[src/rtl/axis_fifo_pkt.sv]
// Single-clock AXI-Stream FIFO with TLAST transport, occupancy flags and an
// optional store-and-forward packet mode that falls back to cut-through for oversize packets.
module axis_fifo_pkt #(
    parameter int DATA_WIDTH   = 32,
    parameter int DEPTH        = 16,
    parameter int PACKET_MODE  = 0,
    parameter int ALMOST_FULL  = 12,
    parameter int ALMOST_EMPTY = 4
) (
    input  logic                      aclk,
    input  logic                      aresetn,
    input  logic [DATA_WIDTH-1:0]     s_axis_tdata,
    input  logic                      s_axis_tlast,
    input  logic                      s_axis_tvalid,
    output logic                      s_axis_tready,
    output logic [DATA_WIDTH-1:0]     m_axis_tdata,
    output logic                      m_axis_tlast,
    output logic                      m_axis_tvalid,
    input  logic                      m_axis_tready,
    output logic                      fifo_empty,
    output logic                      fifo_full,
    output logic                      fifo_almost_full,
    output logic                      fifo_almost_empty,
    output logic [$clog2(DEPTH):0]    fifo_count
);

    localparam int AW = $clog2(DEPTH);
    localparam int PW = AW + 1;
    localparam logic [PW-1:0] DEPTH_C = PW'(DEPTH);
    localparam logic [PW-1:0] AF_C    = PW'(ALMOST_FULL);
    localparam logic [PW-1:0] AE_C    = PW'(ALMOST_EMPTY);
    localparam logic [PW-1:0] ZERO_C  = {PW{1'b0}};
    localparam logic [PW-1:0] ONE_C   = {{AW{1'b0}}, 1'b1};

    typedef enum logic [0:0] {
        ST_STORE = 1'b0,
        ST_CUT   = 1'b1
    } state_t;

    logic [DATA_WIDTH:0] mem_q [DEPTH];
    logic [DATA_WIDTH:0] head_s;

    logic [PW-1:0] wr_ptr_q, wr_ptr_d;
    logic [PW-1:0] rd_ptr_q, rd_ptr_d;
    logic [PW-1:0] count_q, count_d;
    logic [PW-1:0] pkt_cnt_q, pkt_cnt_d;
    state_t        state_q, state_d;
    logic          s_tready_q, s_tready_d;
    logic          empty_q, empty_d;
    logic          full_q, full_d;
    logic          afull_q, afull_d;
    logic          aempty_q, aempty_d;

    logic          m_tvalid_s;
    logic          wr_acc_s, rd_acc_s;
    logic          wr_last_s, rd_last_s;

    assign head_s            = mem_q[rd_ptr_q[AW-1:0]];
    assign m_axis_tdata      = head_s[DATA_WIDTH-1:0];
    assign m_axis_tlast      = head_s[DATA_WIDTH];
    assign m_axis_tvalid     = m_tvalid_s;
    assign s_axis_tready     = s_tready_q;
    assign fifo_empty        = empty_q;
    assign fifo_full         = full_q;
    assign fifo_almost_full  = afull_q;
    assign fifo_almost_empty = aempty_q;
    assign fifo_count        = count_q;

    assign wr_acc_s  = s_axis_tvalid & s_tready_q;
    assign rd_acc_s  = m_tvalid_s & m_axis_tready;
    assign wr_last_s = wr_acc_s & s_axis_tlast;
    assign rd_last_s = rd_acc_s & m_axis_tlast;

    // Output valid: in packet mode the head is only offered once its packet is complete,
    // or while an oversize packet is being cut through.
    always_comb begin
        m_tvalid_s = 1'b0;
        if (PACKET_MODE == 0) begin
            m_tvalid_s = (count_q != ZERO_C);
        end else if (state_q == ST_CUT) begin
            m_tvalid_s = (count_q != ZERO_C);
        end else begin
            m_tvalid_s = (pkt_cnt_q != ZERO_C);
        end
    end

    // Next-state logic for pointers, occupancy, packet count, FSM and registered flags.
    always_comb begin
        wr_ptr_d  = wr_ptr_q;
        rd_ptr_d  = rd_ptr_q;
        pkt_cnt_d = pkt_cnt_q;
        state_d   = state_q;

        if (wr_acc_s) begin
            wr_ptr_d = wr_ptr_q + ONE_C;
        end else begin
            wr_ptr_d = wr_ptr_q;
        end

        if (rd_acc_s) begin
            rd_ptr_d = rd_ptr_q + ONE_C;
        end else begin
            rd_ptr_d = rd_ptr_q;
        end

        count_d = count_q + {{AW{1'b0}}, wr_acc_s} - {{AW{1'b0}}, rd_acc_s};

        if (wr_last_s && !rd_last_s) begin
            pkt_cnt_d = pkt_cnt_q + ONE_C;
        end else if (!wr_last_s && rd_last_s) begin
            pkt_cnt_d = pkt_cnt_q - ONE_C;
        end else begin
            pkt_cnt_d = pkt_cnt_q;
        end

        // A full FIFO with no complete packet can never drain in store mode.
        case (state_q)
            ST_STORE: begin
                if ((count_q == DEPTH_C) && (pkt_cnt_q == ZERO_C)) begin
                    state_d = ST_CUT;
                end else begin
                    state_d = ST_STORE;
                end
            end
            ST_CUT: begin
                if (rd_last_s) begin
                    state_d = ST_STORE;
                end else begin
                    state_d = ST_CUT;
                end
            end
            default: state_d = ST_STORE;
        endcase

        s_tready_d = (count_d != DEPTH_C);
        empty_d    = (count_d == ZERO_C);
        full_d     = (count_d == DEPTH_C);
        afull_d    = (count_d >= AF_C);
        aempty_d   = (count_d <= AE_C);
    end

    // Control and status registers.
    always_ff @(posedge aclk or negedge aresetn) begin
        if (!aresetn) begin
            wr_ptr_q   <= {PW{1'b0}};
            rd_ptr_q   <= {PW{1'b0}};
            count_q    <= {PW{1'b0}};
            pkt_cnt_q  <= {PW{1'b0}};
            state_q    <= ST_STORE;
            s_tready_q <= 1'b0;
            empty_q    <= 1'b1;
            full_q     <= 1'b0;
            afull_q    <= 1'b0;
            aempty_q   <= 1'b1;
        end else begin
            wr_ptr_q   <= wr_ptr_d;
            rd_ptr_q   <= rd_ptr_d;
            count_q    <= count_d;
            pkt_cnt_q  <= pkt_cnt_d;
            state_q    <= state_d;
            s_tready_q <= s_tready_d;
            empty_q    <= empty_d;
            full_q     <= full_d;
            afull_q    <= afull_d;
            aempty_q   <= aempty_d;
        end
    end

    // Storage array; contents are don't-care until written.
    always_ff @(posedge aclk) begin
        if (wr_acc_s) begin
            mem_q[wr_ptr_q[AW-1:0]] <= {s_axis_tlast, s_axis_tdata};
        end
    end

endmodule
[config.mk]
export PLATFORM = sky130hd
export DESIGN_NAME = axis_fifo_pkt
export DESIGN_NICKNAME = d
export VERILOG_FILES = /design/src/rtl/axis_fifo_pkt.sv
export SDC_FILE = /design/constraint.sdc
export NUM_CORES = 1
export LEC_CHECK = 0
export BUFFER_PORTS_ARGS = -buffer_cell sky130_fd_sc_hd__buf_2
export CORE_ASPECT_RATIO = 0.5
export CORE_UTILIZATION = 55
export DETAILED_ROUTE_END_ITERATION = 7
export PLACE_DENSITY = 0.75
export RECOVER_POWER = 50
export SLEW_MARGIN = 20
export SYNTH_ARGS = -nofsm -noshare
export SYNTH_HDL_FRONTEND = slang
export SYNTH_SLANG_ARGS = --single-unit
[constraint.sdc]
create_clock -name aclk -period 3.49 [get_ports aclk]
set_clock_uncertainty 0.05 [all_clocks]
set_input_delay 0.8725 -clock aclk [delete_from_list [all_inputs] [get_ports aclk]]
set_output_delay 0.8725 -clock aclk [all_outputs]
set_load 0.02 [all_outputs]
==> flow_metrics.py, run 1 <==
metrics = {
    "status": {
        "status": "complete, no violations",
    },
    "yosys": {
        "synth.distinct_cells": 39,
        "ys.flop_type": "edfxtp_1",
        "avgSynthCellArea_um2": 22.9,
        "synthCells": 905,
        "ys_seq_area_share_pct": 78.6,
        "synth_area_um2": 20700,
        "synth-seq-cells": 546,
        "synth_edf_count": 528,
        "async_flop_share_pct": 3.30,
        "ys_warn_count": 0,
        "synth_nets": 954,
    },
    "sta": {
        "report.final.setup_viol": 0,
        "fmax_mhz": 292,
        "period_minus_slack_ns": 3.43,
        "slew_headroom_pct": 14.2,
        "finalCritPeriodShare_pct": 98.2,
        "max_slew.worst_pin.slew_ns": 1.29,
        "finalMaxSlewViolations": 0,
        "hold_violations": 0,
        "fin_tns_setup_ns": 0,
        "whs_ns": 0.406,
    },
    "power": {
        "p_total_uw": 20400,
        "power.leakage_uw": 0.00775,
        "vdd_ir_drop_max_mv": 0.465,
        "power_density_nw_per_um2": 856,
    },
    "placed_design": {
        "dp_hpwl_um": 22400,
        "dpl_cell_area_um2": 22100,
        "gp_congestion": 0.762,
        "port_buffers": 80,
    },
    "finish": {
        "area_growth_pct": 15.0,
        "seq_area_um2": 16300,
        "diodes": 0,
        "fin_nets": 1087,
        "multi_input_area_um2": 4250,
        "n_fill_cell": 2305,
        "final_common_cell": "edfxtp_1",
        "postLayoutCellArea_um2": 23900,
        "final_layout_size_suffix_gt1_share_pct": 31.3,
        "layout_common_cells": "edfxtp_1 (528), mux4_2 (132), a22oi_1 (65)",
    },
    "global_routing": {
        "grt_overflow": 0,
        "grt_util_all_layers_pct": 23.1,
        "grt_pass1_vias": 10200,
        "antenna_found_initial": 0,
        "grt_pass1_wl_um": 64700,
        "grt_max_degree": 43,
    },
    "detailed_routing": {
        "viasPerCell": 6.41,
        "drt-initial-drc-count": 1234,
        "drt_pass1_iterations": 5,
        "wire_per_inst_um": 28.7,
        "ant_nets": 0,
        "drc_errors": 0,
        "dr_total_vias": 9948,
        "drt_wl_total_um": 44600,
    },
    "cts": {
        "cts_buffers": 46,
        "cts_tree": "yes",
        "cts-root-buf": "clkbuf_16",
        "htree_num_levels": 2,
        "clk_path_buf_depth": 3,
        "clk_pin_slew_ns": 0.07,
        "hold_buffers": 0,
        "clk_latency_ns": 0.55,
        "cts_sinks": 546,
    },
    "critical_path": {
        "end_kind": "primary output",
        "crit_required_ns": 2.57,
        "cp-start-kind": "register",
        "cp_slowest_cell": "dfrtp_4",
        "path_cells": "buf_12 -> mux4_2 -> a22oi_1 -> nand2_1 -> buf_2",
        "max_stage_delay_ns": 0.74,
        "crit_type": "reg -> out",
        "crit_fanout": 29,
        "arrival_ns": 2.50,
    },
    "floorplan": {
        "std_cell_rows": 49,
        "io_pins": 81,
        "die_area_um2": 38500,
        "fp.dieW_um": 277,
        "initial_core_util_pct": 56.8,
        "die-height_um": 139,
        "core_area_um2": 36500,
    },
    "job": {
        "maxCapViolations": 0,
    },
    "worst_hold_path": {
        "hp-class": "in -> async",
    },
}
## cell type report
class | count | area share (%)
inverter | 11 | 0.173
sequential | 546 | 68.4
clock inverter | 26 | 1.24
clock buffer | 53 | 5.02
tap | 484 | 2.54
timing repair buffer | 131 | 4.82
multi-input combinational | 302 | 17.8
## report_power, final
group | leakage (µW) | switching [µW] | internal [µW]
combinational | 0.00205 | 3840 | 3070
sequential | 0.00497 | 330 | 7990
clock | 0.000729 | 2280 | 2910
## final timing paths
| path | start | end | slack [ns] | cells past startpoint |
|---|---|---|---|---|
| setup reg to reg | fifo_count[2]$_DFF_PN0_ | s_axis_tready$_DFF_PN0_ | 0.10 | 12 |
| max in group asynchronous | aresetn | rd_ptr_q[0]$_DFFE_PN0P_ | 2.27 | 1 |
| hold reg to reg | wr_ptr_q[2]$_DFFE_PN0P_ | wr_ptr_q[2]$_DFFE_PN0P_ | 0.50 | 1 |
| setup / recovery | rd_ptr_q[1]$_DFFE_PN0P_ | m_axis_tdata[6] | 0.06 | 5 |
| min in group aclk | wr_ptr_q[2]$_DFFE_PN0P_ | wr_ptr_q[2]$_DFFE_PN0P_ | 0.50 | 1 |
| hold / removal | aresetn | rd_ptr_q[2]$_DFFE_PN0P_ | 0.41 | 1 |
## critical path: cells and delay by family (launching register included)
family,cells,cell delay (ns)
simple gates,1,0.12
compound gates,1,0.23
buf+inv,2,0.45
mux,1,0.34
flops,1,0.74
## per-layer routing
metal	vias to the layer above	part of all wire (%)	global-route usage, %
met3	64	9.3	4.62
met5	-	0	0
li1	4091	-	-
met2	557	49	37.1
met1	5236	40	33.1
met4	0	1.7	5.50
## Yosys cell counts (all sizes together) (3+ instances only)
master	count	area [µm²]
clkbuf	23	86.3
and2	15	93.8
a22oi	66	495
buf	23	154
ha	11	138
mux4	132	2970
xnor2	7	61.3
nor3	3	15.0
nor2b	3	18.8
dfrtp	16	400
inv	11	41.3
nand2	36	135
edfxtp	528	15900
nor2	3	11.3
and3	5	31.3
## what timing repair did
action / CTS / global route
resized for setup: 2 / 13
endpoints found under the setup margin: 17 / 20
pin swaps: 0 / 4
gates cloned: 0 / 4
buffers inserted: 1 / 10
## registers in the layout, summed over array words and instances, names as in the netlist
register and count:
fifo_count 5, fifo_almost_full 1, s_axis_tready 1, fifo_empty 1, fifo_almost_empty 1, fifo_full 1, rd_ptr_q 4, mem_q 528
wr_ptr_q 4
## cells by family (layout without fill, tap and decap cells)
family / Yosys count / after routing / share of synthesized area [%]
AND/OR/NAND/NOR: 74 / 74 / 1.78
XOR/XNOR: 8 / 8 / 0.338
adder cells (fa/ha/maj): 12 / 12 / 0.760
flip-flops: 546 / 546 / 78.6
AO/OA/AOI/OAI: 74 / 74 / 2.70
buffers and inverters: 57 / 221 / 1.36
multiplexers: 134 / 134 / 14.4
## stage by stage
step	worst slack (ns)	utilization [%]	std cells
after floorplan	0.0157	-	905
after global placement	0.181	60.5	1459
after detailed placement	0.0799	60.5	1459
after CTS	0.0128	64.7	1539
after global routing	-0.00251	65.3	1553
final	0.0637	65.3	1553
No activity file was read; power rests on OpenSTA's default activity.
==> inputs of run 2 (changes only) <==
SETUP_SLACK_MARGIN = 0.1   (was not set)
==> flow_metrics.py, run 2 (synthesis gave the netlist of run 1 again) <==
metrics = {
    "status": {
        "status": "complete, no violations",
    },
    "critical_path": {
        "r2r-start": "fifo_count[3]$_DFF_PN0_",
        "cp-start-kind": "register",
        "r2r_cells": 12,
        "end_kind": "primary output",
        "arrival_ns": 2.47,
        "crit_required_ns": 2.57,
        "crit_fanout": 6,
        "crit_type": "reg -> out",
        "startpoint": "rd_ptr_q[0]$_DFFE_PN0P_",
    },
    "floorplan": {
        "initial_core_util_pct": 56.8,
        "die-height_um": 139,
        "die_area_um2": 38500,
        "io_pins": 81,
        "core_area_um2": 36500,
        "fp.dieW_um": 277,
        "std_cell_rows": 49,
    },
    "sta": {
        "finalCritPeriodShare_pct": 97.3,
        "rsz0062_at_grt": "true",
        "fmax_mhz": 295,
        "report.final.setup_viol": 0,
        "max_slew.worst_pin.slew_ns": 0.971,
        "hold_violations": 0,
        "setup_ws_ns": 0.0955,
        "slew_headroom_pct": 35.3,
        "fin_tns_setup_ns": 0,
        "period_minus_slack_ns": 3.39,
        "finalMaxSlewViolations": 0,
    },
    "global_routing": {
        "grt_max_degree": 48,
        "grt_util_all_layers_pct": 24.1,
        "grt_pass1_vias": 10500,
        "grt_pass1_wl_um": 67200,
        "antenna_found_initial": 0,
        "grt_overflow": 0,
    },
    "detailed_routing": {
        "drt-initial-drc-count": 1249,
        "ant_nets": 0,
        "route.met3.wl_um": 4880,
        "dr_total_vias": 10200,
        "viasPerCell": 6.47,
        "wl_met1_um": 18100,
        "route.met2.wl_um": 24500,
        "wire_per_inst_um": 30.7,
        "drt_pass1_iterations": 5,
        "highest_layer": "met4",
        "drc_errors": 0,
        "drt_wl_total_um": 48500,
    },
    "finish": {
        "n_fill_cell": 2206,
        "diodes": 0,
        "layout_common_cells": "edfxtp_1 (528), mux4_2 (132), clkbuf_16 (53)",
        "postLayoutCellArea_um2": 24300,
        "final_common_cell": "edfxtp_1",
        "largest_reg_flops": 528,
        "area_growth_pct": 17.0,
        "fin_nets": 1113,
        "fin_cells": 1582,
        "fin_util_pct": 66.4,
        "final_layout_size_suffix_gt1_share_pct": 34.2,
    },
    "cts": {
        "cts_sinks": 546,
        "clk_path_buf_depth": 3,
        "cts_buffers": 46,
        "clk_latency_ns": 0.56,
        "clk_pin_slew_ns": 0.06,
        "htree_num_levels": 2,
        "cts-root-buf": "clkbuf_16",
        "cts_tree": "yes",
    },
    "worst_hold_path": {
        "hp-class": "in -> async",
    },
    "placed_design": {
        "dpl_cell_area_um2": 22200,
        "gp_congestion": 0.780,
        "port_buffers": 80,
        "pre_cts_slack_ns": 0.0948,
        "dp_hpwl_um": 23900,
        "dp_cells": 1467,
    },
    "power": {
        "power.leakage_uw": 0.00794,
        "vdd_ir_drop_max_mv": 0.479,
        "power_density_nw_per_um2": 867,
    },
    "job": {
        "maxCapViolations": 0,
    },
}
==> run 2: worst max-delay path, cell delays in order (launching register included) <==
cell       delay, ns
dfrtp_4         0.47
buf_6           0.20
clkbuf_16       0.19
mux4_2          0.55
a22oi_2         0.18
nand2_1         0.13
buf_2           0.18
==> run 2: layout make-up <==
type,instances,area [µm²],share of cell area [%]
clock buffer,55,1210,4.97
clock inverter,27,262,1.08
inverter,11,41.3,0.170
multi-input combinational,302,4340,17.9
sequential,546,16300,67.3
tap,484,606,2.50
timing repair buffer,157,1490,6.15
==> run 2: path summary, 6_finish.rpt <==
check	endpoint	slack, ns
worst max-delay path	m_axis_tdata[2]	0.1
worst max register to register	s_axis_tready$_DFF_PN0_	0.12
worst min-delay path	fifo_almost_full$_DFF_PN0_	0.39
worst min register to register	wr_ptr_q[2]$_DFFE_PN0P_	0.50
min in group aclk	wr_ptr_q[2]$_DFFE_PN0P_	0.50
max in group asynchronous	rd_ptr_q[1]$_DFFE_PN0P_	2.31
==> run 2: per-layer routing <==
metal / vias up / track usage, %
met3: 90 / 4.52
met5: - / 0
met1: 5365 / 34.8
li1: 4150 / -
met4: 0 / 6.43
met2: 635 / 38.5
==> run 2: stage by stage <==
step	hold slack, ns	power (µW)
after floorplan	0.432	12700
after global placement	0.488	14800
after detailed placement	0.496	15000
after CTS	0.177	20400
after global routing	0.461	21800
final	0.388	21000
==> run 2: power breakdown <==
group	internal [µW]	leakage [µW]	switching (µW)	total [µW]
clock	2840	0.000728	2280	5120
sequential	8000	0.00497	290	8290
combinational	3470	0.00224	4170	7640
total	14300	0.00794	6740	21000
==> run 2: timing repair <==
action,CTS,global route
setup buffers,6,17
cloned,3,7
resized for setup,3,33
pin swaps,3,7
hold buffers,0,0
setup endpoints to repair,21,36
